File: src/rtl/bcd_modn_counter.sv
// ---------------------------------------------------------------------------
// bcd_modn_counter
//   Multi-digit BCD modulo-N up/down counter for the clock datapath
//   (seconds/minutes mod 60, hours mod 24, ...). Stages are cascaded by
//   feeding one stage's TC into the next stage's EN.
//
// Parameters
//   DIGITS  : number of BCD digits (1..4)
//   MODULUS : count modulus in decimal (2..10^DIGITS), count is 0..MODULUS-1
//   INIT    : reset value in decimal (< MODULUS)
//
// Ports
//   CP   in   clock, rising edge
//   nCR  in   asynchronous active-low clear, forces Q to INIT
//   EN   in   count enable
//   UP   in   1 = increment, 0 = decrement
//   LD   in   synchronous load strobe (wins over EN)
//   D    in   BCD load value, ones digit in [3:0]
//   Q    out  registered BCD count, ones digit in [3:0]
//   TC   out  combinational terminal count / carry for cascading
//   ERR  out  registered one-cycle pulse when a load value is rejected
// ---------------------------------------------------------------------------
module bcd_modn_counter #(
  parameter int DIGITS  = 2,
  parameter int MODULUS = 60,
  parameter int INIT    = 0
) (
  input  logic                  CP,
  input  logic                  nCR,
  input  logic                  EN,
  input  logic                  UP,
  input  logic                  LD,
  input  logic [4*DIGITS-1:0]   D,
  output logic [4*DIGITS-1:0]   Q,
  output logic                  TC,
  output logic                  ERR
);

  localparam int W = 4 * DIGITS;

  function automatic int pow10(input int n);
    int r;
    r = 1;
    for (int i = 0; i < n; i++) r = r * 10;
    return r;
  endfunction

  // Decimal to BCD, used only on elaboration-time constants.
  function automatic logic [W-1:0] to_bcd(input int v);
    logic [W-1:0] r;
    int           t;
    r = '0;
    t = v;
    for (int i = 0; i < DIGITS; i++) begin
      r[4*i +: 4] = 4'(t % 10);
      t = t / 10;
    end
    return r;
  endfunction

  localparam logic [W-1:0] MAX_BCD  = to_bcd(MODULUS - 1);
  localparam logic [W-1:0] INIT_BCD = to_bcd(INIT);

  if (DIGITS < 1 || DIGITS > 4) begin : g_bad_digits
    $error("bcd_modn_counter: DIGITS must be 1..4");
  end
  if (MODULUS < 2 || MODULUS > pow10(DIGITS)) begin : g_bad_modulus
    $error("bcd_modn_counter: MODULUS must be 2..10^DIGITS");
  end
  if (INIT < 0 || INIT >= MODULUS) begin : g_bad_init
    $error("bcd_modn_counter: INIT must be less than MODULUS");
  end

  function automatic logic digits_legal(input logic [W-1:0] v);
    logic ok;
    ok = 1'b1;
    for (int i = 0; i < DIGITS; i++) begin
      if (v[4*i +: 4] > 4'd9) ok = 1'b0;
    end
    return ok;
  endfunction

  // With every digit 0..9, BCD ordering equals plain unsigned ordering of the
  // bit vector, so the range test is a direct compare against MAX_BCD.
  function automatic logic in_range(input logic [W-1:0] v);
    return digits_legal(v) && (v <= MAX_BCD);
  endfunction

  function automatic logic [W-1:0] bcd_inc(input logic [W-1:0] v);
    logic [W-1:0] r;
    logic         carry;
    r     = v;
    carry = 1'b1;
    for (int i = 0; i < DIGITS; i++) begin
      if (carry) begin
        if (v[4*i +: 4] == 4'd9) begin
          r[4*i +: 4] = 4'd0;
        end else begin
          r[4*i +: 4] = v[4*i +: 4] + 4'd1;
          carry       = 1'b0;
        end
      end
    end
    return r;
  endfunction

  function automatic logic [W-1:0] bcd_dec(input logic [W-1:0] v);
    logic [W-1:0] r;
    logic         borrow;
    r      = v;
    borrow = 1'b1;
    for (int i = 0; i < DIGITS; i++) begin
      if (borrow) begin
        if (v[4*i +: 4] == 4'd0) begin
          r[4*i +: 4] = 4'd9;
        end else begin
          r[4*i +: 4] = v[4*i +: 4] - 4'd1;
          borrow      = 1'b0;
        end
      end
    end
    return r;
  endfunction

  logic [W-1:0] q_q, q_d;
  logic         err_q, err_d;

  always_comb begin
    q_d   = q_q;
    err_d = 1'b0;
    if (LD) begin
      if (in_range(D)) q_d = D;
      else             err_d = 1'b1;
    end else if (EN) begin
      // A corrupted state is steered back to a legal end of the range.
      if (!in_range(q_q)) begin
        q_d = UP ? '0 : MAX_BCD;
      end else if (UP) begin
        q_d = (q_q == MAX_BCD) ? '0 : bcd_inc(q_q);
      end else begin
        q_d = (q_q == '0) ? MAX_BCD : bcd_dec(q_q);
      end
    end
  end

  always_ff @(posedge CP or negedge nCR) begin
    if (!nCR) begin
      q_q   <= INIT_BCD;
      err_q <= 1'b0;
    end else begin
      q_q   <= q_d;
      err_q <= err_d;
    end
  end

  assign Q   = q_q;
  assign ERR = err_q;
  // Combinational so a downstream stage enabled by TC advances on this edge.
  assign TC  = EN & ~LD & ((UP & (q_q == MAX_BCD)) | (~UP & (q_q == '0)));

endmodule

File: config.mk
export PLATFORM = sky130hd
export DESIGN_NAME = bcd_modn_counter
export DESIGN_NICKNAME = d
export VERILOG_FILES = /design/src/rtl/bcd_modn_counter.sv
export SDC_FILE = /design/constraint.sdc
export NUM_CORES = 1
export LEC_CHECK = 0
export CAP_MARGIN = 15
export CELL_PAD_IN_SITES_DETAIL_PLACEMENT = 1
export CELL_PAD_IN_SITES_GLOBAL_PLACEMENT = 2
export CORE_MARGIN = 4
export CORE_UTILIZATION = 27
export DETAILED_ROUTE_END_ITERATION = 8
export MAX_ROUTING_LAYER = met4
export PLACE_DENSITY_LB_ADDON = 0.1
export SKIP_LAST_GASP = 1
export SLEW_MARGIN = 20
export SYNTH_ARGS = -nofsm -noshare
export SYNTH_HDL_FRONTEND = slang
export SYNTH_SLANG_ARGS = --single-unit
File: constraint.sdc
create_clock -name CP -period 1.8 [get_ports CP]
set_input_delay 0.18 -clock CP [delete_from_list [all_inputs] [get_ports CP]]
set_output_delay 0.18 -clock CP [all_outputs]
set_load 0.01 [all_outputs]
==> out/qor.yml, run 1 <==
run_status:
  status: "complete, no violations"
synth:
  syn-cell-area_sq_um: 850
  ys_warn_count: 0
  synth_seq_area_share: 0.265
  synth_edf_count: 0
  syn-instance-count: 105
  yosys_register_bits: 9
  syn_area_per_cell_sq_um: 8.09
  synth_top_flop_cell: "dfrtp_1"
  ys_async_sr_fraction: 1.00
  synth.distinct_cells: 46
  syn_nets: 118
clock_network:
  h-tree-depth: 1
  tritoncts: "built"
  cts_sinks: 9
  ctsRootBufferMaster: "clkbuf_4"
  clock_path_buffers: 2
  clkTransAtPathRegs_ns: 0.06
  numCtsBuffers: 3
  clock_latency_ns: 0.26
  cts_setup_buffers: 0
layout:
  drive_above_1_share: 0.266
  multi_input_comb_area_sq_um: 553
  final_area_sq_um: 1280
  nets: 157
  fill_cells: 384
  synthToLayoutAreaGrowth_pct: 50.8
  n_antenna_cell: 0
  seq_area_sq_um: 225
critical_path:
  critical_path_class: "flop to flop"
  worstPathRequired_ns: 1.95
  cp-end-kind: "flop"
  start_kind: "flop"
  crit_fanout: 13
  r2r_slack_ns: 0.07
  arrival_ns: 1.87
global_routing:
  grt_max_degree: 16
  antenna_found_initial: 0
  grtUsageTotal: 0.157
  grt_pass1_wl_mm: 4.89
  grt_overflow_total: 0
  grt_pass1_vias: 962
sta:
  setup_tns_ns: 0
  worst_pin_slew_ns: 0.466
  fmax_ghz: 0.579
  finalCritPeriodShare: 0.960
  post-route-min-period_ns: 1.73
  setup_violations: 0
  slew_headroom: 0.689
  slew_violations: 0
  hold_viol: 0
  clock_skew_ns: 0.000625
  worst_slack_ns: 0.0726
placed_design:
  port_buffers: 22
  dp_hpwl_mm: 2.29
  dpl_cell_area_sq_um: 1220
  gp_congestion: 0.868
  pre_cts_slack_ns: -0.130
die:
  coreArea_sq_um: 3030
  dieArea_sq_um: 4110
  ios: 23
  dieHeight_microns: 64.1
  rows: 20
  initial_utilization: 0.281
  die_width_microns: 64.1
job:
  drv_cap: 0
drt:
  dr_total_vias: 950
  wl_per_cell_microns: 15.9
  vias_per_cell: 5.08
  first_iter_violations: 53
  ant_nets: 0
  drc: 0
  drt_pre_antenna_iters: 4
  totalWireLength_mm: 2.97
power_and_ir_drop:
  seqPwrFrac: 0.221
  total_power_mw: 1.57
  switching_power_mw: 0.675
  swShare: 0.430
  pwr-share-clk: 0.101
  p_int_mw: 0.896
  p_leak_nw: 0.539
  power_density_nw_per_um2: 1230
  combPwrFrac: 0.679
  irDropWorstVdd_mv: 0.319
worst_hold_path:
  min_path_type: "input port to async pin"
cell usage after synthesis (2+ instances only):
cell type	count	area share
nand3_1	5	0.029
buf_6	3	0.040
a31oi_1	2	0.015
a21oi_1	4	0.024
buf_4	2	0.018
nor2_1	8	0.035
nand2_1	5	0.022
a21o_1	2	0.018
xor2_1	2	0.021
o21a_1	2	0.018
dfrtp_1	9	0.27
nor3_1	4	0.024
o21ai_0	7	0.041
inv_1	6	0.027
and3_1	2	0.015
o21ai_1	6	0.035
buf_2	4	0.024
a22oi_1	3	0.027
xnor2_1	2	0.021
flip-flops by register name, summed over array words and instances (netlist names):
register  count
Q             8
ERR           1
layer usage:
layer  part of all wire  global-route usage  wire length (microns)
met5                  0                   -                      0
met4              0.011              0.0633                     34
met3              0.037              0.0158                    111
met2               0.48               0.254                   1410
met1               0.47               0.201                   1410
repair_timing:
| action | CTS | global route |
|---|---|---|
| resized for setup | 6 | 8 |
| pin swaps | 0 | 2 |
| hold buffers | 0 | 0 |
| setup endpoints to repair | 2 | 2 |
path summary, 6_finish.rpt:
check / startpoint / end / cells after the start
setup / recovery: Q[0] / Q[5] / 7
hold / removal: nCR / ERR / 1
setup reg to reg: Q[0] / Q[5] / 7
hold reg to reg: Q[5] / Q[5] / 1
max in group asynchronous: nCR / Q[1] / 1
min in group CP: D[2] / Q[2] / 3
cell type report:
| cell class | instances | area share |
|---|---|---|
| Tap cell | 44 | 0.0430 |
| Sequential cell | 9 | 0.176 |
| Timing Repair Buffer | 44 | 0.309 |
| Inverter | 7 | 0.0205 |
| Multi-Input combinational cell | 79 | 0.432 |
| Clock buffer | 4 | 0.0205 |
power by group through the flow:
stage	sequential, mW	clock [mW]	combinational (mW)
2_1_floorplan	0.340	0	0.623
5_1_grt	0.359	0.174	1.16
3_5_place_dp	0.342	0	1.01
4_1_cts	0.342	0.162	1.03
3_3_place_gp	0.345	0	0.989
6_report	0.347	0.158	1.07
placed cells by master (no fill, tap or decap), types with 2 or more instances in the layout:
cell type / netlist / layout
xor2_1: 2 / 2
xnor2_1: 2 / 2
inv_1: 6 / 6
dfrtp_1: 9 / 9
a21o_1: 2 / 2
mux2_4: 1 / 2
nor3_1: 4 / 3
buf_4: 2 / 18
a22oi_1: 3 / 3
clkbuf_4: 0 / 3
a31oi_1: 2 / 2
nand3_1: 5 / 5
a21oi_1: 4 / 3
o21ai_1: 6 / 5
o21a_1: 2 / 2
o21ai_0: 7 / 7
nor2_1: 8 / 8
buf_6: 3 / 4
clkdlybuf4s50_1: 0 / 21
nand2_1: 5 / 5
worst max-delay path, stage by stage, from the launching register on:
cell and delay [ns]:
dfrtp_1 0.41, buf_6 0.14, buf_6 0.14, nor3_4 0.18, o21ai_2 0.09, a21oi_2 0.13, a21o_1 0.20, mux2_4 0.32
kinds of logic (layout without fill, tap and decap cells):
kind of cell              count (synthesis)  after routing  synth area share
DFF                                       9              9             0.265
and+or+nand+nor                          34             34             0.233
buffers and inverters                    17             55             0.116
xor gates and xnor gates                  4              4            0.0412
AOI/OAI and AO/OA                        38             38             0.302
muxes                                     3              3            0.0427
stage by stage:
step	hold slack, ns	cells	utilization
finish	0.234	187	0.423
global route	0.280	187	0.423
CTS	0.256	188	0.414
detailed placement	0.534	184	0.405
global placement	0.510	184	0.405
floorplan	-0.116	105	-
Note: power is estimated with default switching activity, not from simulation.
==> run 2, diff against run 1 <==
--- a/config.mk
+++ b/config.mk
@@ -13,6 +13,8 @@
 export DETAILED_ROUTE_END_ITERATION = 8
 export MAX_ROUTING_LAYER = met4
 export PLACE_DENSITY_LB_ADDON = 0.1
+export REMOVE_ABC_BUFFERS = 1
+export SKIP_CTS_REPAIR_TIMING = 1
 export SKIP_LAST_GASP = 1
 export SLEW_MARGIN = 20
 export SYNTH_ARGS = -nofsm -noshare
==> out/qor.yml, run 2 (synthesis gave the netlist of run 1 again) <==
drt:
  dr_total_vias: 953  # +0.32%
  first_iter_violations: 76  # +43%
  vias_per_cell: 4.86  # -4.3%
  ant_nets: 0  # unchanged
  drc: 0  # unchanged
  drt_pre_antenna_iters: 4  # unchanged
  wl_per_cell_microns: 14.7  # -7.3%
  totalWireLength_mm: 2.89  # -2.8%
clock_network:
  clock_latency_ns: 0.26  # about the same
  ctsRootBufferMaster: "clkbuf_4"
  clock_path_buffers: 2  # unchanged
  cts_sinks: 9  # unchanged
  numCtsBuffers: 3  # unchanged
  h-tree-depth: 1  # unchanged
  clkTransAtPathRegs_ns: 0.06  # about the same
  tritoncts: "built"
power_and_ir_drop:
  p_leak_nw: 0.581  # +7.8%
  switching_power_mw: 0.664  # -1.8%
  combPwrFrac: 0.693  # +0.014
  seqPwrFrac: 0.208  # -0.013
  swShare: 0.413  # -0.0170
  irDropWorstVdd_mv: 0.531  # +66%
  pwr-share-clk: 0.099  # -0.002
  power_density_nw_per_um2: 1200  # -1.8%
  p_int_mw: 0.944  # +5.4%
die:
  coreArea_sq_um: 3030  # unchanged
  dieArea_sq_um: 4110  # unchanged
  die_width_microns: 64.1  # unchanged
  dieHeight_microns: 64.1  # unchanged
  rows: 20  # unchanged
  initial_utilization: 0.281  # unchanged
  ios: 23  # unchanged
placed_design:
  pre_cts_slack_ns: -0.161  # -0.0311 ns
  gp_congestion: 0.924  # +6.5%
  dp_hpwl_mm: 2.30  # +0.55%
  port_buffers: 22  # unchanged
  dpl_cell_area_sq_um: 1280  # +4.7%
sta:
  worst_pin_slew_ns: 0.547  # +0.0812 ns
  worst_slack_ns: 0.0638  # -0.00882 ns
  hold_viol: 0  # unchanged
  clock_skew_ns: 0.000801  # +0.000176 ns
  fmax_ghz: 0.576  # -0.51%
  post-route-min-period_ns: 1.74  # +0.00882 ns
  rsz0062_at_grt: "yes"
  setup_violations: 0  # unchanged
  slew_headroom: 0.635  # -0.0542
  slew_violations: 0  # unchanged
  finalCritPeriodShare: 0.965  # +0.00490
global_routing:
  antenna_found_initial: 0  # unchanged
  grtUsageTotal: 0.149  # -0.00843
  grt_max_degree: 13  # -3
  grt_overflow_total: 0  # unchanged
  grt_pass1_vias: 999  # +3.8%
  grt_pass1_wl_mm: 4.75  # -2.7%
layout:
  synthToLayoutAreaGrowth_pct: 57.1
  layout_common_cells: "29 x buf_4, 21 x clkdlybuf4s50_1, 9 x dfrtp_1"
  seq_area_sq_um: 225  # unchanged
  mostFrequentLayoutCell: "buf_4"
  final_core_util: 0.441  # +0.0178
  largest_register_ffs: 8  # unchanged
  n_antenna_cell: 0  # unchanged
  fill_cells: 364  # -5.2%
  drive_above_1_share: 0.289  # +0.0237
  multi_input_comb_area_sq_um: 538  # -2.7%
  final_area_sq_um: 1340  # +4.2%
  nets: 166  # +5.7%
critical_path:
  arrival_ns: 1.56  # -0.31 ns
  critical_path_class: "flop to output port"
  r2r_start: "Q[1]"
  r2r-end: "Q[6]"
  worstPathRequired_ns: 1.62  # -0.33 ns
  crit_fanout: 3  # -10
  r2r_slack_ns: 0.07  # about the same
  startpoint: "Q[0]"
  endpoint: "TC"
  r2r_cells: 7  # unchanged
  cp-end-kind: "output port"
  start_kind: "flop"
worst_hold_path:
  min_path_type: "input port to async pin"
run_status:
  status: "complete, no violations"
job:
  drv_cap: 0  # unchanged
-- run 2: power by group through the flow --
stage | clock network (mW) | registers [mW] | logic (mW)
global route | 0.178 | 0.343 | 1.23
global placement | 0 | 0.338 | 1.06
detailed placement | 0 | 0.337 | 1.08
CTS | 0.165 | 0.334 | 1.09
finish | 0.158 | 0.334 | 1.11
floorplan | 0 | 0.448 | 0.409
-- run 2: how the worst min path moves through the flow --
stage,from,endpoint,depth (start not counted)
4_1_cts,nCR,Q[3],1
3_5_place_dp,nCR,Q[1],1
2_1_floorplan,nCR,ERR,0
6_report,nCR,Q[1],1
5_1_grt,nCR,Q[1],1
3_3_place_gp,nCR,Q[1],1
-- run 2: per-layer routing --
layer  GRT usage  routed length [microns]  part of all wire  up-vias
li1            -                        -                 -      478
met1       0.204                     1400              0.49      461
met2       0.235                     1410              0.49       12
met3      0.0141                       65             0.023        2
met4      0.0396                        6            0.0021        0
met5           -                        0                 0        -
-- run 2: final cells by class --
cell class / instances / share of cell area
multi-input cells: 79 / 0.403
repair buffers: 53 / 0.348
flip-flops and latches: 9 / 0.169
well taps: 44 / 0.0412
clock buffers: 4 / 0.0197
inverters: 7 / 0.0197
-- run 2: stage by stage --
| stage | instances | total power, mW | hold WS, ns | TNS [ns] |
|---|---|---|---|---|
| after floorplan | 95 | 0.857 | -0.116 | 0 |
| after global placement | 190 | 1.40 | 0.518 | -0.471 |
| after detailed placement | 190 | 1.42 | 0.517 | -0.719 |
| after CTS | 194 | 1.59 | 0.236 | -0.363 |
| after global routing | 196 | 1.75 | 0.257 | -0.0495 |
| final | 196 | 1.61 | 0.229 | 0 |
-- run 2: critical path, stage by stage (launching register included) --
cell and delay, ns:
dfrtp_1 0.41, nor4_2 0.37, nand2_1 0.12, a211oi_2 0.23, clkbuf_2 0.16
